<file path="config.mk">
export PLATFORM = sky130hd
export DESIGN_NAME = uart_mc
export DESIGN_NICKNAME = d
export VERILOG_FILES = /design/src/rtl/uart_mc.sv
export SDC_FILE = /design/constraint.sdc
export NUM_CORES = 1
export LEC_CHECK = 0
export ABC_AREA = 1
export BUFFER_PORTS_ARGS = -buffer_cell sky130_fd_sc_hd__buf_2
export CAP_MARGIN = 30
export CORE_MARGIN = 2
export CORE_UTILIZATION = 62
export DETAILED_ROUTE_END_ITERATION = 8
export HOLD_SLACK_MARGIN = 0.08
export PLACE_DENSITY = 0.86
export RECOVER_POWER = 25
export SLEW_MARGIN = 30
export SYNTH_ARGS = -nofsm -noshare
export SYNTH_HDL_FRONTEND = slang
export SYNTH_SLANG_ARGS = --single-unit
</file>
<file path="constraint.sdc">
create_clock -name clk -period 3.9 [get_ports clk]
set_clock_uncertainty 0.1 [all_clocks]
set_input_delay 0.78 -clock clk [delete_from_list [all_inputs] [get_ports clk]]
set_output_delay 0.78 -clock clk [all_outputs]
set_load 0.005 [all_outputs]
</file>
<file path="src/rtl/uart_mc.sv">
// uart_mc: full-duplex UART with 16x oversampled receiver, show-ahead FIFOs and sticky error flags.
// Define UART_PARITY_EN to insert/check one parity bit (even, or odd when PARITY_ODD=1).

module uart_mc_fifo #(
  parameter int DW    = 8,
  parameter int DEPTH = 4
) (
  input  logic                   clk,
  input  logic                   reset,
  input  logic                   push,
  input  logic [DW-1:0]          push_data,
  input  logic                   pop,
  output logic [DW-1:0]          head,
  output logic                   empty,
  output logic                   full,
  output logic [$clog2(DEPTH):0] count
);
  localparam int AW = $clog2(DEPTH);
  localparam int CW = AW + 1;

  logic [DW-1:0] mem [DEPTH];
  logic [AW-1:0] wr_ptr, rd_ptr;
  logic          do_push, do_pop;

  // a full FIFO refuses a push even when a pop happens in the same cycle
  assign empty   = (count == '0);
  assign full    = (count == CW'(DEPTH));
  assign do_push = push && !full;
  assign do_pop  = pop && !empty;
  assign head    = empty ? '0 : mem[rd_ptr];

  always_ff @(posedge clk) begin
    if (do_push) mem[wr_ptr] <= push_data;
  end

  always_ff @(posedge clk) begin
    if (reset) begin
      wr_ptr <= '0;
      rd_ptr <= '0;
      count  <= '0;
    end else begin
      if (do_push) wr_ptr <= wr_ptr + 1'b1;
      if (do_pop)  rd_ptr <= rd_ptr + 1'b1;
      case ({do_push, do_pop})
        2'b10:   count <= count + 1'b1;
        2'b01:   count <= count - 1'b1;
        default: ;
      endcase
    end
  end
endmodule

module uart_mc #(
  parameter int CLOCK_RATE = 100_000_000,
  parameter int BAUD_RATE  = 460_800,
  parameter int DATA_BITS  = 16,
  parameter int STOP_BITS  = 1,
  parameter int FIFO_DEPTH = 16,
  parameter int PARITY_ODD = 0
) (
  input  logic                          clk,
  input  logic                          reset,
  input  logic                          enable,
  input  logic                          rx,
  input  logic [DATA_BITS-1:0]          write_tx_data,
  input  logic                          enable_tx_write,
  input  logic                          enable_rx_read,
  input  logic                          clear_errors,
  output logic [DATA_BITS-1:0]          read_rx_data,
  output logic                          tx,
  output logic                          rx_empty,
  output logic                          rx_full,
  output logic                          tx_empty,
  output logic                          tx_full,
  output logic [$clog2(FIFO_DEPTH):0]   rx_count,
  output logic [$clog2(FIFO_DEPTH):0]   tx_count,
  output logic                          tx_busy,
  output logic                          frame_error,
  output logic                          overrun,
  output logic                          parity_error
);
  localparam int DIV_RAW = (CLOCK_RATE + 8 * BAUD_RATE) / (16 * BAUD_RATE);
  localparam int DIV     = (DIV_RAW < 1) ? 1 : DIV_RAW;
  localparam int DIVW    = (DIV > 1) ? $clog2(DIV) : 1;
  localparam int IW      = $clog2(DATA_BITS);
  localparam logic [IW-1:0] LAST_BIT   = IW'(DATA_BITS - 1);
  localparam logic [4:0]    STOP_TICKS = 5'(16 * STOP_BITS - 1);

  typedef enum logic [2:0] {
    IDLE   = 3'd0,
    START  = 3'd1,
    DATA   = 3'd2,
`ifdef UART_PARITY_EN
    PARITY = 3'd3,
`endif
    STOP   = 3'd4
  } state_t;

  logic [DIVW-1:0] div_cnt;
  logic            tick;

  assign tick = (div_cnt == '0);

  always_ff @(posedge clk) begin
    if (reset)     div_cnt <= '0;
    else if (tick) div_cnt <= DIVW'(DIV - 1);
    else           div_cnt <= div_cnt - 1'b1;
  end

  logic rx_meta, rx_sync;

  always_ff @(posedge clk) begin
    if (reset) begin
      rx_meta <= 1'b1;
      rx_sync <= 1'b1;
    end else begin
      rx_meta <= rx;
      rx_sync <= rx_meta;
    end
  end

`ifdef UART_PARITY_EN
  function automatic logic parity_of(input logic [DATA_BITS-1:0] d);
    return (^d) ^ (PARITY_ODD != 0);
  endfunction
`endif

  // ---------------- receiver ----------------
  state_t                 rx_state;
  logic [3:0]             rx_cnt;
  logic [IW-1:0]          rx_idx;
  logic [DATA_BITS-1:0]   rx_shift;
  logic                   rx_stop_tick, rx_push, frame_evt, overrun_evt;

  assign rx_stop_tick = enable && tick && (rx_state == STOP) && (rx_cnt == 4'd0);
  assign rx_push      = rx_stop_tick && rx_sync && !rx_full;
  assign frame_evt    = rx_stop_tick && !rx_sync;
  assign overrun_evt  = rx_stop_tick && rx_sync && rx_full;

`ifdef UART_PARITY_EN
  logic rx_par_bad;
`endif

  always_ff @(posedge clk) begin
    if (reset) begin
      rx_state <= IDLE;
      rx_cnt   <= '0;
      rx_idx   <= '0;
      rx_shift <= '0;
`ifdef UART_PARITY_EN
      rx_par_bad <= 1'b0;
`endif
    end else if (!enable) begin
      rx_state <= IDLE;
    end else if (tick) begin
      case (rx_state)
        IDLE: if (!rx_sync) begin
          rx_state <= START;
          rx_cnt   <= 4'd7;
        end
        START: if (rx_cnt != 4'd0) rx_cnt <= rx_cnt - 1'b1;
          else if (rx_sync) rx_state <= IDLE;
          else begin
            rx_state <= DATA;
            rx_cnt   <= 4'd15;
            rx_idx   <= '0;
`ifdef UART_PARITY_EN
            rx_par_bad <= 1'b0;
`endif
          end
        DATA: if (rx_cnt != 4'd0) rx_cnt <= rx_cnt - 1'b1;
          else begin
            rx_shift <= {rx_sync, rx_shift[DATA_BITS-1:1]};
            rx_cnt   <= 4'd15;
            rx_idx   <= rx_idx + 1'b1;
`ifdef UART_PARITY_EN
            if (rx_idx == LAST_BIT) rx_state <= PARITY;
`else
            if (rx_idx == LAST_BIT) rx_state <= STOP;
`endif
          end
`ifdef UART_PARITY_EN
        PARITY: if (rx_cnt != 4'd0) rx_cnt <= rx_cnt - 1'b1;
          else begin
            rx_par_bad <= (rx_sync != parity_of(rx_shift));
            rx_state   <= STOP;
            rx_cnt     <= 4'd15;
          end
`endif
        STOP: if (rx_cnt != 4'd0) rx_cnt <= rx_cnt - 1'b1;
          else rx_state <= IDLE;
        default: rx_state <= IDLE;
      endcase
    end
  end

  // an error event in the same cycle as clear_errors leaves the flag set
  always_ff @(posedge clk) begin
    if (reset) begin
      frame_error <= 1'b0;
      overrun     <= 1'b0;
    end else begin
      if (frame_evt)         frame_error <= 1'b1;
      else if (clear_errors) frame_error <= 1'b0;
      if (overrun_evt)       overrun <= 1'b1;
      else if (clear_errors) overrun <= 1'b0;
    end
  end

`ifdef UART_PARITY_EN
  always_ff @(posedge clk) begin
    if (reset)                            parity_error <= 1'b0;
    else if (rx_stop_tick && rx_par_bad)  parity_error <= 1'b1;
    else if (clear_errors)                parity_error <= 1'b0;
  end
`else
  logic unused_cfg;
  assign unused_cfg   = (PARITY_ODD != 0);
  assign parity_error = 1'b0;
`endif

  uart_mc_fifo #(.DW(DATA_BITS), .DEPTH(FIFO_DEPTH)) rx_fifo (
    .clk       (clk),
    .reset     (reset),
    .push      (rx_push),
    .push_data (rx_shift),
    .pop       (enable_rx_read),
    .head      (read_rx_data),
    .empty     (rx_empty),
    .full      (rx_full),
    .count     (rx_count)
  );

  // ---------------- transmitter ----------------
  state_t                 tx_state;
  logic [4:0]             tx_cnt;
  logic [IW-1:0]          tx_idx;
  logic [DATA_BITS-1:0]   tx_shift;
  logic [DATA_BITS-1:0]   tx_head;
  logic                   tx_load;
`ifdef UART_PARITY_EN
  logic                   tx_par;
`endif

  // loading from the last stop tick gives back-to-back frames with no idle gap
  assign tx_load = enable && tick && !tx_empty &&
                   ((tx_state == IDLE) || ((tx_state == STOP) && (tx_cnt == 5'd0)));

  uart_mc_fifo #(.DW(DATA_BITS), .DEPTH(FIFO_DEPTH)) tx_fifo (
    .clk       (clk),
    .reset     (reset),
    .push      (enable_tx_write),
    .push_data (write_tx_data),
    .pop       (tx_load),
    .head      (tx_head),
    .empty     (tx_empty),
    .full      (tx_full),
    .count     (tx_count)
  );

  always_ff @(posedge clk) begin
    if (reset) begin
      tx_state <= IDLE;
      tx       <= 1'b1;
      tx_busy  <= 1'b0;
      tx_cnt   <= '0;
      tx_idx   <= '0;
      tx_shift <= '0;
`ifdef UART_PARITY_EN
      tx_par   <= 1'b0;
`endif
    end else if (tx_load) begin
      tx_shift <= tx_head;
`ifdef UART_PARITY_EN
      tx_par   <= parity_of(tx_head);
`endif
      tx       <= 1'b0;
      tx_busy  <= 1'b1;
      tx_state <= START;
      tx_cnt   <= 5'd15;
    end else if (tick) begin
      case (tx_state)
        IDLE: ;
        START: if (tx_cnt != 5'd0) tx_cnt <= tx_cnt - 1'b1;
          else begin
            tx       <= tx_shift[0];
            tx_state <= DATA;
            tx_cnt   <= 5'd15;
            tx_idx   <= '0;
          end
        DATA: if (tx_cnt != 5'd0) tx_cnt <= tx_cnt - 1'b1;
          else if (tx_idx == LAST_BIT) begin
`ifdef UART_PARITY_EN
            tx       <= tx_par;
            tx_state <= PARITY;
            tx_cnt   <= 5'd15;
`else
            tx       <= 1'b1;
            tx_state <= STOP;
            tx_cnt   <= STOP_TICKS;
`endif
          end else begin
            tx       <= tx_shift[1];
            tx_shift <= tx_shift >> 1;
            tx_idx   <= tx_idx + 1'b1;
            tx_cnt   <= 5'd15;
          end
`ifdef UART_PARITY_EN
        PARITY: if (tx_cnt != 5'd0) tx_cnt <= tx_cnt - 1'b1;
          else begin
            tx       <= 1'b1;
            tx_state <= STOP;
            tx_cnt   <= STOP_TICKS;
          end
`endif
        STOP: if (tx_cnt != 5'd0) tx_cnt <= tx_cnt - 1'b1;
          else begin
            tx_state <= IDLE;
            tx_busy  <= 1'b0;
          end
        default: tx_state <= IDLE;
      endcase
    end
  end
endmodule

</file>
# Word level (Yosys, flattened, before mapping)
# Memories as Yosys holds them, arrays and structs flattened. A register that Yosys moved wholly into a read port is not among the register bits.
# Index checks and enable logic that the tools add are counted.
# word_totals
ff_bits	91
ram_bits	512
out_inout_bits	35
memories	2
inputBits	23
latchBits	0
mem_bits_ro	0
# op_classes
n_reduce_logical	58
add_sub_neg	13
shifts	0
mux	64
n_lt_le_gt_ge	0
n_eq_ne	36
div	0
bitwise	4
n_mul	0
# memory_table
memory	depth	word_bits	rd	rd_ports_with_merged_regs	wr	line_no	text
rx_fifo.mem	16	16	1	1	1	21	logic [DW-1:0] mem [DEPTH];
tx_fifo.mem	16	16	1	1	1	21	
# op_table
cell	n
2-to-1 mux 16 bit	7
2-to-1 mux 4 bit	18
AND reduction 6 bit	6
case mux 5 bit (2 select lines)	3
2-to-1 mux 3 bit	9
adder 4 x 1 -> 4 bit (second input constant)	6
case mux 3 bit (4 select lines)	2
inequality test 2 bit (second input constant)	11
nonzero test 2 bit	10
2-to-1 mux 1 bit	18
case mux 4 bit (2 select lines)	2
case mux 4 bit (4 select lines)	1
logical NOT 5 bit	3
subtractor 5 x 1 -> 5 bit (second input constant)	3
logical AND 1 bit	14
inequality test 3 x 2 -> 1 bit (second input constant)	4
AND reduction 4 bit	3
adder 5 x 1 -> 5 bit (second input constant)	2
== test 5 bit (second input constant)	2
2-to-1 mux 5 bit	2
inequality test 2 x 1 -> 1 bit (second input constant)	5
AND reduction 3 bit	3
== test 4 bit (second input constant)	2
logical NOT 4 bit	2
other kinds (18)	37

# Logic depth before layout (Yosys ltp)
# Gate-level depths: netlist (run 1).
# depth
ltp_word	9
ltp_mapped	20
ltp_nobuf	19

# Cells and area by module
# A second synthesis (run 1) with hierarchy kept.
# hier_totals
cells_unflattened	2181
area_unflattened_um2	25164.1
# modules_own_cells
module	area_each_um2	cells_per_inst	seq_area_each_um2	instances
uart_mc_fifo at tx_fifo	10906.7	839	8027.7	1
uart_mc_fifo at rx_fifo	10891.7	832	8027.7	1
uart_mc	3365.7	510	1301.2	1

# Worst setup path after synthesis (run 1)
# No wires, ideal clock.
# synth_path
path_kind	input port to flip-flop
start	input enable
end	register rx_fifo.count[4]
t_arrival_ns	2.722
stages	15
path_slack_ns	0.958
required_time_ns	3.681
cell_sequence	nand3_1 > nor2_2 > nand4_1 > ha_1 > xor2_1 > ha_1 > a21o_1 > nand2_1 > nand2_1 > a21oi_1 > nor2_1 > nor2_1 > nand2_1 > o21ai_0 > a21oi_1
# synth_via
elab_chain_cells	8
elab_cells_between_ends	10
cone_classes	eq/ne: 2; mux: 1; reduce/logical: 7
# synth_lines
item	line_no	text
start: declaration	63	input logic enable,
logical AND 1 bit * (3 in a row)	135	assign rx_stop_tick = enable && tick && (rx_state == STOP) && (rx_cnt == 4'd0);
logical AND 1 bit * (2 in a row)	136	assign rx_push = rx_stop_tick && rx_sync && !rx_full;
logical AND 1 bit *	28	assign do_push = push && !full;
== test 2 x 1 -> 1 bit or == test 2 bit (tied branches)	44	case ({do_push, do_pop})
case mux 5 bit (2 select lines) or nonzero test 2 bit (tied branches)	--	
end signal: assignment	45	2'b10: count <= count + 1'b1;
end signal: assignment	46	2'b01: count <= count - 1'b1;
end: declaration	16	output logic [$clog2(DEPTH):0] count
# Mark *: on every way between the ends. The rest lies on a longest branch, timed or not.
# A chain may end at the register's enable or synchronous reset.

==> flow_metrics.tcl, run 1 <==
set metrics [dict create \
    yosysUniqueCellTypes 51 \
    criticalPathCategory "flop to primary output" \
    power.density_nw_per_um2 614 \
    timing.critical_path.mode_cell "o21ai_0" \
    yosysSeqAreaShare_pct 70.9 \
    first_iter_violations 2090 \
    async_reset_ff_share_pct 0 \
    diodes 0 \
    post_cts_buffers 0 \
    ys_ff_latch 611 \
    synth_compound_area_share_pct 13.7 \
    insertion_delay_ns 0.60 \
    numPlacedInstances 2546 \
    synthCells 2034 \
    setup_viol 0 \
    ys_warn_count 0 \
    drive_gt1_share_pct 11.0 \
    synth_top_family_by_area "compound AO/OA/AOI/OAI gates" \
    cts_hold_buf 0 \
    antenna_found_initial 0 \
    rows 72 \
    grt_start_max_net_pins 113 \
    cts_buffer_depth 3 \
    synth_edf_count 512 \
    cts_max_level 2 \
    num_vias 17000 \
    start_util_pct 63.1 \
    viasPerCell 6.40 \
    synthAdderAreaFrac_pct 1.28 \
    max_freq_ghz 0.274 \
    p_leak_nw 9.31 \
    hold_violations 0 \
    dieArea_sq_um 41100 \
    dr.pass1.iters 6 \
    numCtsBuffers 57 \
    core_sq_um 38800 \
    crit_arrival_ns 2.77 \
    slowest_stage "clkinv_1" \
    finalMaxSlewViolations 26 \
    synth_xor_xnor_area_share_pct 0.536 \
    violations "max-capacitance violations, max-slew violations" \
    syn2layout_area_growth_pct 11.3 \
    hold_class "input port to flop" \
    maxSlewHeadroom_pct -0.515 \
    root_buffer "clkbuf_16" \
    grt_pass1_wl_um 90300 \
    max_stage_delay_ns 0.52 \
    io_buffers 56 \
    crit_required_ns 3.02 \
    critPathMaxFanout 24 \
    final_common_cell "edfxtp_1" \
    yosys_most_used_dff "edfxtp_1" \
    cap_violations 1 \
    synth.cell_area_sq_um 24500 \
    tns_ns 0 \
    dpl_cell_area_sq_um 25400 \
    cts.sink_count 611 \
    fin_crit_sh_pct 93.5 \
    nets 2135 \
    chipHeight_um 203 \
    postLayoutCellArea_sq_um 27300 \
    fillers 2416 \
    critical_path.startpoint_type "flop" \
    grt-ovfl-total 0 \
    hpwlAfterDp_um 33500 \
    period_minus_slack_ns 3.65 \
    end_kind "primary output" \
    vdd_ir_drop_max_mv 0.450 \
    gp_congestion 0.872 \
    drcViolationCount 0 \
    antenna_left 0 \
    ioPinCount 58 \
    gr-usage-all-layers_pct 28.3 \
    layout.cells.non_filler 2654 \
    wl_per_cell_um 21.8 \
    first_global_vias 16900 \
    cts_resized 0 \
    grt_setup_unrepaired "no" \
    syn_avg_cell_area_sq_um 12.0 \
    finalPower_w 0.0168 \
    syn_nets 2082 \
    muxShareOfSynthArea_pct 0 \
    final_cell_mix "edfxtp_1, nor2_1, o21ai_0" \
    yosys.area_share.simple_pct 10.2 \
    crit_chain "clkinv_1 -> buf_4 -> o21ai_0 -> o22ai_1 -> o21ai_0 -> a21oi_1 -> buf_2" \
    outcome "complete, but fails checks" \
    die_x_um 203 \
    cts_tree "built" \
    clkSlewWorstSetupHoldPaths_ns 0.06 \
    worst_pin_slew_ns 1.51 \
    wl_um 57900 \
]
cells by family (layout without fill, tap and decap cells):
kind of cell / Yosys count / count (layout)
AND/OR/NAND/NOR: 610 / 610
other: 1 / 1
flip-flops: 611 / 611
adder cells (fa/ha/maj): 25 / 25
AO/OA/AOI/OAI: 564 / 564
buffers and inverters: 208 / 310
XOR/XNOR: 15 / 15
registers in the layout (all words and copies together) (netlist names), 3 cells and up, named ones only:
register and flops:
rx_fifo.mem 256, tx_fifo.mem 256, rx_shift 16, tx_shift 16, rx_fifo.count 5, tx_cnt 5, tx_fifo.count 5, div_cnt 4
rx_cnt 4, rx_fifo.rd_ptr 4, rx_fifo.wr_ptr 4, rx_idx 4, tx_fifo.rd_ptr 4, tx_fifo.wr_ptr 4, tx_idx 4, rx_state 3
tx_state 3
metal layers:
layer	track usage, %	wire length, um
met5	0	0
met2	49.9	29500
met4	12.3	2010
met1	34.8	20800
met3	4.64	5670
critical path, delay by kind of cell, from the launching register on:
| family | cells | cell delay, ns |
|---|---|---|
| compound gates | 4 | 0.70 |
| flops | 1 | 0.33 |
| buf+inv | 3 | 1.13 |
stage by stage:
stage	utilization (%)	hold WS, ns	setup WS (ns)
2_1_floorplan	-	0.289	0.958
3_3_place_gp	65.5	0.295	0.586
3_5_place_dp	65.5	0.297	0.549
4_1_cts	70.3	0.236	0.272
5_1_grt	70.2	0.244	0.0655
6_report	70.2	0.257	0.254
Yosys cell counts, types with 2 or more instances:
cell type	instances	area [sq um]
clkbuf_1	78	293
nand2_2	5	31.3
edfxtp_1	512	15400
nor2_1	388	1460
inv_1	69	259
nor2_4	3	33.8
nor2_2	3	18.8
o21ai_1	5	25.0
nor3_1	12	60.1
a31oi_1	19	119
buf_1	8	30.0
nor3b_1	2	15.0
clkinv_1	3	11.3
buf_2	29	145
xor2_1	13	114
o21bai_1	9	67.6
o221ai_1	77	674
nand4_1	9	56.3
a21oi_1	52	260
dfxtp_1	99	1980
xnor2_1	2	17.5
and3_1	2	12.5
inv_2	15	56.3
o211ai_1	19	143
o22ai_1	50	313
or2_2	3	18.8
ha_1	25	313
buf_4	4	30.0
o211ai_2	5	62.6
o21ai_0	316	1580
nand3_1	67	335
nand2_1	112	420
where the power goes:
group / total [W] / internal [W] / switching (W) / leakage, nW
sequential: 0.00744 / 0.00724 / 0.000196 / 5.28
clock: 0.00555 / 0.00322 / 0.00233 / 0.919
combinational: 0.00377 / 0.00122 / 0.00255 / 3.12
total: 0.0168 / 0.0117 / 0.00508 / 9.31
worst paths after layout:
path	start	end	slack (ns)	cells past startpoint
worst min-delay path	rx	rx_meta	0.26	2
worst min register to register	rx_meta	rx_sync	0.31	1
worst max-delay path	flop	read_rx_data[8]	0.25	7
worst max register to register	div_cnt[0]	rx_fifo.count[4]	0.62	19
final cells by class:
cell class | instances | area (sq um) | share of cell area [%]
Sequential cell | 611 | 17400 | 63.7
Clock buffer | 70 | 1520 | 5.57
Timing Repair Buffer | 115 | 714 | 2.62
Inverter | 87 | 330 | 1.21
Clock inverter | 38 | 354 | 1.30
Multi-Input combinational cell | 1215 | 6340 | 23.2
Tap cell | 518 | 648 | 2.38
Note: power is estimated with default switching activity, not from simulation.
==> run 2, diff against run 1 <==
CORE_MARGIN = 3   (was 2)
CTS_BUF_LIST = sky130_fd_sc_hd__clkbuf_16   (was default)
==> run 2 against run 1 <==
  * The flow finishes with violations (max-capacitance violations)
  * Via count up 0.65%
  * Sequential share of layout area down 0.13 points
  * Core utilization up 0.15 points
  * Worst setup slack better by 0.029 ns
  * Sequential power up 1%
  * Fmax up 0.80%
  * Worst hold slack better by 0.018 ns
  * Combinational power about the same
  * Clock power up 0.7%
  * Critical path depth up 2
  * Critical path type unchanged
  * Critical endpoint is now read_rx_data[3]
==> flow_metrics.tcl, run 2 (synthesis gave the netlist of run 1 again) <==
set metrics [dict create \
    outcome "complete, but fails checks" \
    violations "max-capacitance violations" \
    cap_violations 1 \
    cts_buffer_depth 3 \
    crit_required_ns 3.02 \
    cts_tree "built" \
    die_x_um 205 \
    grt_setup_unrepaired "no" \
    clkSlewWorstSetupHoldPaths_ns 0.06 \
    viasPerCell 6.44 \
    cts_hold_buf 0 \
    final_cell_mix "edfxtp_1, nor2_1, o21ai_0" \
    multi_input_area_sq_um 6330 \
    dieArea_sq_um 41900 \
    grt-ovfl-total 0 \
    layout.cells.non_filler 2655 \
    nets 2135 \
    p_int_w 0.0117 \
    antenna_found_initial 0 \
    antenna_left 0 \
    fin_ws_ns 0.283 \
    critical_path.startpoint_type "flop" \
    dp_slack_ns 0.547 \
    gr-usage-all-layers_pct 27.4 \
    cts_resized 0 \
    pwr-share-seq_pct 44.5 \
    end_kind "primary output" \
    drive_gt1_share_pct 10.7 \
    io_buffers 56 \
    pwr-share-clk_pct 33.1 \
    gp_congestion 0.851 \
    hpwlAfterDp_um 32900 \
    seq_area_sq_um 17400 \
    first_global_vias 16700 \
    pwr-share-comb_pct 22.4 \
    p_leak_nw 9.42 \
    dr.pass1.iters 7 \
    core_sq_um 38800 \
    maxSlewHeadroom_pct 0.400 \
    chipHeight_um 205 \
    start_util_pct 63.1 \
    diodes 0 \
    insertion_delay_ns 0.60 \
    first_iter_violations 2010 \
    drcViolationCount 0 \
    period_minus_slack_ns 3.62 \
    p_sw_w 0.00515 \
    rows 72 \
    wl_um 58700 \
    grt_pass1_wl_um 89600 \
    crit_arrival_ns 2.74 \
    setup_viol 0 \
    critPathMaxFanout 31 \
    vdd_ir_drop_max_mv 0.484 \
    post_cts_buffers 0 \
    max_freq_ghz 0.276 \
    grt_start_max_net_pins 78 \
    numCtsBuffers 58 \
    wl_per_cell_um 22.1 \
    num_vias 17100 \
    power.density_nw_per_um2 618 \
    hold_class "input port to flop" \
    finalMaxSlewViolations 0 \
    fin_crit_sh_pct 92.7 \
    reg.largest.list "rx_fifo.mem (256), tx_fifo.mem (256)" \
    hold_violations 0 \
    cts_max_level 2 \
    root_buffer "clkbuf_16" \
    ioPinCount 58 \
    numPlacedInstances 2545 \
    criticalPathCategory "flop to primary output" \
    final_common_cell "edfxtp_1" \
    p_sw_share_pct 30.5 \
    fillers 2383 \
    tns_ns 0 \
    syn2layout_area_growth_pct 11.6 \
    cts.sink_count 611 \
    worst_pin_slew_ns 1.49 \
]
==> run 2: cell types whose count changed in the layout (fill, tap and decap cells not counted), moves of 2 or more <==
cell	delta
clkbuf_16	+2
buf_12	+3
clkinv_4	-2
inv_1	+23
buf_4	-2
nor2_2	-3
nor2_1	+3
clkinv_1	-7
clkbuf_1	-12
clkinv_2	-3
==> run 2: power by group through the flow <==
stage | sequential [W] | clock [W] | combinational, W
floorplan | 0.00749 | 0 | 0.00255
global placement | 0.00762 | 0 | 0.00343
detailed placement | 0.00764 | 0 | 0.00364
CTS | 0.00751 | 0.00562 | 0.00374
global route | 0.00754 | 0.00588 | 0.00417
finish | 0.00752 | 0.00559 | 0.00379
==> run 2: worst paths after layout <==
check	start	to	slack, ns	depth (start not counted)
worst min register to register	rx_meta	rx_sync	0.31	1
worst max register to register	div_cnt[0]	rx_fifo.count[4]	0.63	19
worst min-delay path	rx	rx_meta	0.27	2
worst max-delay path	flop	read_rx_data[3]	0.28	9
==> run 2: layout make-up <==
| type | instances | share of cell area, % |
|---|---|---|
| tap | 518 | 2.37 |
| inverter | 87 | 1.21 |
| multi-input combinational | 1215 | 23.2 |
| clock buffer | 61 | 5.59 |
| clock inverter | 49 | 1.39 |
| timing repair buffer | 114 | 2.72 |
| sequential | 611 | 63.5 |
==> run 2: worst max-delay path, cell delays in order, from the launching register on <==
cell	delay, ns
dfxtp_4	0.56
clkinv_2	0.23
buf_4	0.29
o21ai_0	0.22
o22ai_1	0.13
nor2_1	0.12
nor2_1	0.06
o21ai_0	0.20
a21oi_1	0.15
buf_2	0.16
==> run 2: layer usage <==
metal  routed length (um)  global-route usage (%)  vias to the layer above
met5                    0                       0                        -
met4                 2440                    11.9                        0
met3                 5580                    4.42                      206
met2                29800                    48.1                     1136
met1                20800                    33.8                     8199
li1                     -                       -                     7559
==> run 2: per-stage QoR <==
step | utilization, % | hold WS [ns] | instance area, sq um | total power, W
after global routing | 70.4 | 0.268 | 27300 | 0.0176
final | 70.4 | 0.275 | 27300 | 0.0169
after floorplan | - | 0.289 | 24500 | 0.0100
after detailed placement | 65.5 | 0.297 | 25400 | 0.0113
after global placement | 65.5 | 0.295 | 25400 | 0.0111
after CTS | 70.4 | 0.258 | 27300 | 0.0169
==> run 3, diff against run 2 <==
ABC_AREA = 0   (was 1)
SKIP_LAST_GASP = 1   (was default)
==> run 3 against run 2 <==
  * The flow now finishes without violations
  * Core utilization grew 1.6 points
  * Count of clock-buffer cells in the layout is the same
  * Worst setup slack lost 0.13 ns
  * Critical endpoint is now read_rx_data[14]
  * Register-to-register slack lost 0.33 ns
  * Power shrank 14%
  * Die area shrank 0.80%
  * Area after synthesis shrank 0.82%
==> flow_metrics.tcl, run 3 <==
set metrics [dict create \
    period_minus_slack_ns 3.74 \
    dp_slack_ns 0.200 \
    yosysUniqueCellTypes 62 \
    criticalPathCategory "flop to primary output" \
    grt-ovfl-total 0 \
    vdd_ir_drop_max_mv 0.457 \
    tns_ns 0 \
    synthCells 1359 \
    antenna_left 0 \
    crit_arrival_ns 2.86 \
    async_reset_ff_share_pct 0 \
    fin_ws_ns 0.155 \
    pwr-share-clk_pct 40.8 \
    finalPower_w 0.0146 \
    yosys_most_used_dff "edfxtp_1" \
    gr-usage-all-layers_pct 26.5 \
    ioPinCount 58 \
    reg2reg_depth 14 \
    p_sw_w 0.00333 \
    maxSlewHeadroom_pct 38.6 \
    yosysTopAreaCell "edfxtp_1" \
    final_cell_mix "edfxtp_1, mux4_2, dfxtp_1" \
    critPathMaxFanout 34 \
    start_util_pct 63.7 \
    hpwlAfterDp_um 30500 \
    grt_pass1_wl_um 82300 \
    synth_common_cells "edfxtp_1, mux4_2, dfxtp_1" \
    p_leak_nw 8.80 \
    gp_congestion 0.775 \
    hold_class "input port to flop" \
    syn_avg_cell_area_sq_um 17.9 \
    p_int_w 0.0112 \
    rows 71 \
    outcome "completed" \
    grt_setup_unrepaired "no" \
    r2r_start "rx_cnt[0]" \
    hold_violations 0 \
    nets 1503 \
    first_global_vias 13700 \
    synthTopCellsByArea "edfxtp_1, mux4_2, dfxtp_1" \
    critical-path-top-delay-family "multiplexers" \
    ys_warn_count 0 \
    cap_violations 0 \
    io_buffers 56 \
    diodes 0 \
    critical_path.startpoint_type "flop" \
    cp_num_buf_inv 2 \
    cts.sink_count 611 \
    cts_buffer_depth 3 \
    wl_per_cell_um 26.9 \
    drive_gt1_share_pct 25.5 \
    finalMaxSlewViolations 0 \
    p_sw_share_pct 22.9 \
    hold_start "rx" \
    timing.critical_path.mode_cell "mux4_2" \
    dieArea_sq_um 41600 \
    reg.largest.list "rx_fifo.mem (256), tx_fifo.mem (256)" \
    syn2layout_area_growth_pct 13.0 \
    antenna_found_initial 0 \
    synth_top_cell_area_share_pct 63.3 \
    cts_tree "built" \
    max_freq_ghz 0.267 \
    viasPerCell 6.53 \
    drcViolationCount 0 \
    die_x_um 204 \
    yosys.cell_count.top_type "edfxtp_1" \
    setup_viol 0 \
    wl_um 54200 \
    fin_crit_sh_pct 96.0 \
    yosysSeqAreaShare_pct 71.4 \
    worst_pin_slew_ns 0.921 \
    root_buffer "clkbuf_16" \
    syn_nets 1407 \
    max_stage_delay_ns 0.56 \
    synth_edf_count 512 \
    crit_required_ns 3.02 \
    r2r-end "rx_fifo.count[4]" \
    crit_chain "buf_16 -> mux4_2 -> mux4_2 -> nor2b_1 -> buf_2" \
    synth.cell_area_sq_um 24300 \
    pwr-share-comb_pct 8.8 \
    end_kind "primary output" \
    dr.pass1.iters 5 \
    slowest_stage "mux4_2" \
    insertion_delay_ns 0.62 \
    num_vias 13200 \
    pwr-share-seq_pct 50.4 \
    whs_path_depth 2 \
    clkSlewWorstSetupHoldPaths_ns 0.07 \
    cts_max_level 2 \
    final_common_cell "edfxtp_1" \
    chipHeight_um 204 \
    power.density_nw_per_um2 531 \
    grt_start_max_net_pins 75 \
    core_sq_um 38100 \
    min_to "rx_meta" \
    regToRegSetupSlack_ns 0.30 \
    first_iter_violations 1235 \
    numCtsBuffers 58 \
    post_cts_buffers 0 \
    ys_ff_latch 611 \
]
## run 3: cell count changes after synthesis, sizes merged, moves of 19 or more
cell,change
nor2,-324
o21ai,-311
mux4,+143
o221ai,-77
inv,-62
nand3,-57
o22ai,-47
nand2,-39
a221oi,+31
clkbuf,-24
nor2b,+22
o211ai,-19
## run 3: how the worst max path moves through the flow
stage / start / end / depth (start not counted)
after floorplan: enable / rx_fifo.count[4] / 14
after global placement: enable / rx_fifo.count[4] / 13
after detailed placement: enable / rx_fifo.count[4] / 13
after CTS: flop / read_rx_data[14] / 5
after global routing: flop / read_rx_data[14] / 5
final: flop / read_rx_data[14] / 5
## run 3: cell type report
class	instances	area, sq um
sequential	611	17400
fill	2120	10700
multi-input combinational	642	6530
clock buffer	61	1530
timing repair buffer	119	781
tap	511	639
clock inverter	49	519
inverter	23	91.3
## run 3: power groups by stage
stage	Combinational, W	Clock (W)	Sequential [W]
floorplan	0.00102	0	0.00738
global placement	0.00119	0	0.00747
detailed placement	0.00126	0	0.00748
CTS	0.00128	0.00600	0.00735
global route	0.00139	0.00625	0.00737
finish	0.00128	0.00595	0.00735
## run 3: repair_timing
item	in CTS	in global routing
hold buffers	0	0
gates resized for setup	0	1
setup endpoints to repair	0	1
## run 3: per-layer routing
metal  GRT usage, %  vias up  share of wire, %
met3           4.12      141               7.2
met1           32.6     6723                35
met5              0        -                 0
li1               -     5615                 -
met4           10.3        0               3.2
met2           47.8      682                54
## run 3: logic make-up after synthesis
group | Yosys count | synth area share [%]
multiplexers | 152 | 13.6
other | 1 | 0.0154
buffers and inverters | 106 | 1.91
XOR/XNOR | 27 | 0.973
AND/OR/NAND/NOR | 267 | 5.53
AO/OA/AOI/OAI | 170 | 5.20
adder cells (fa/ha/maj) | 25 | 1.29
flip-flops | 611 | 71.4
## run 3: through the flow
stage | instances | hold WS (ns) | util (%) | area, sq um
final | 2016 | 0.247 | 72.0 | 27400
after global routing | 2016 | 0.241 | 72.0 | 27400
after CTS | 2016 | 0.223 | 72.1 | 27500
after detailed placement | 1906 | 0.319 | 66.7 | 25400
after global placement | 1906 | 0.315 | 66.7 | 25400
after floorplan | 1359 | 0.289 | - | 24300
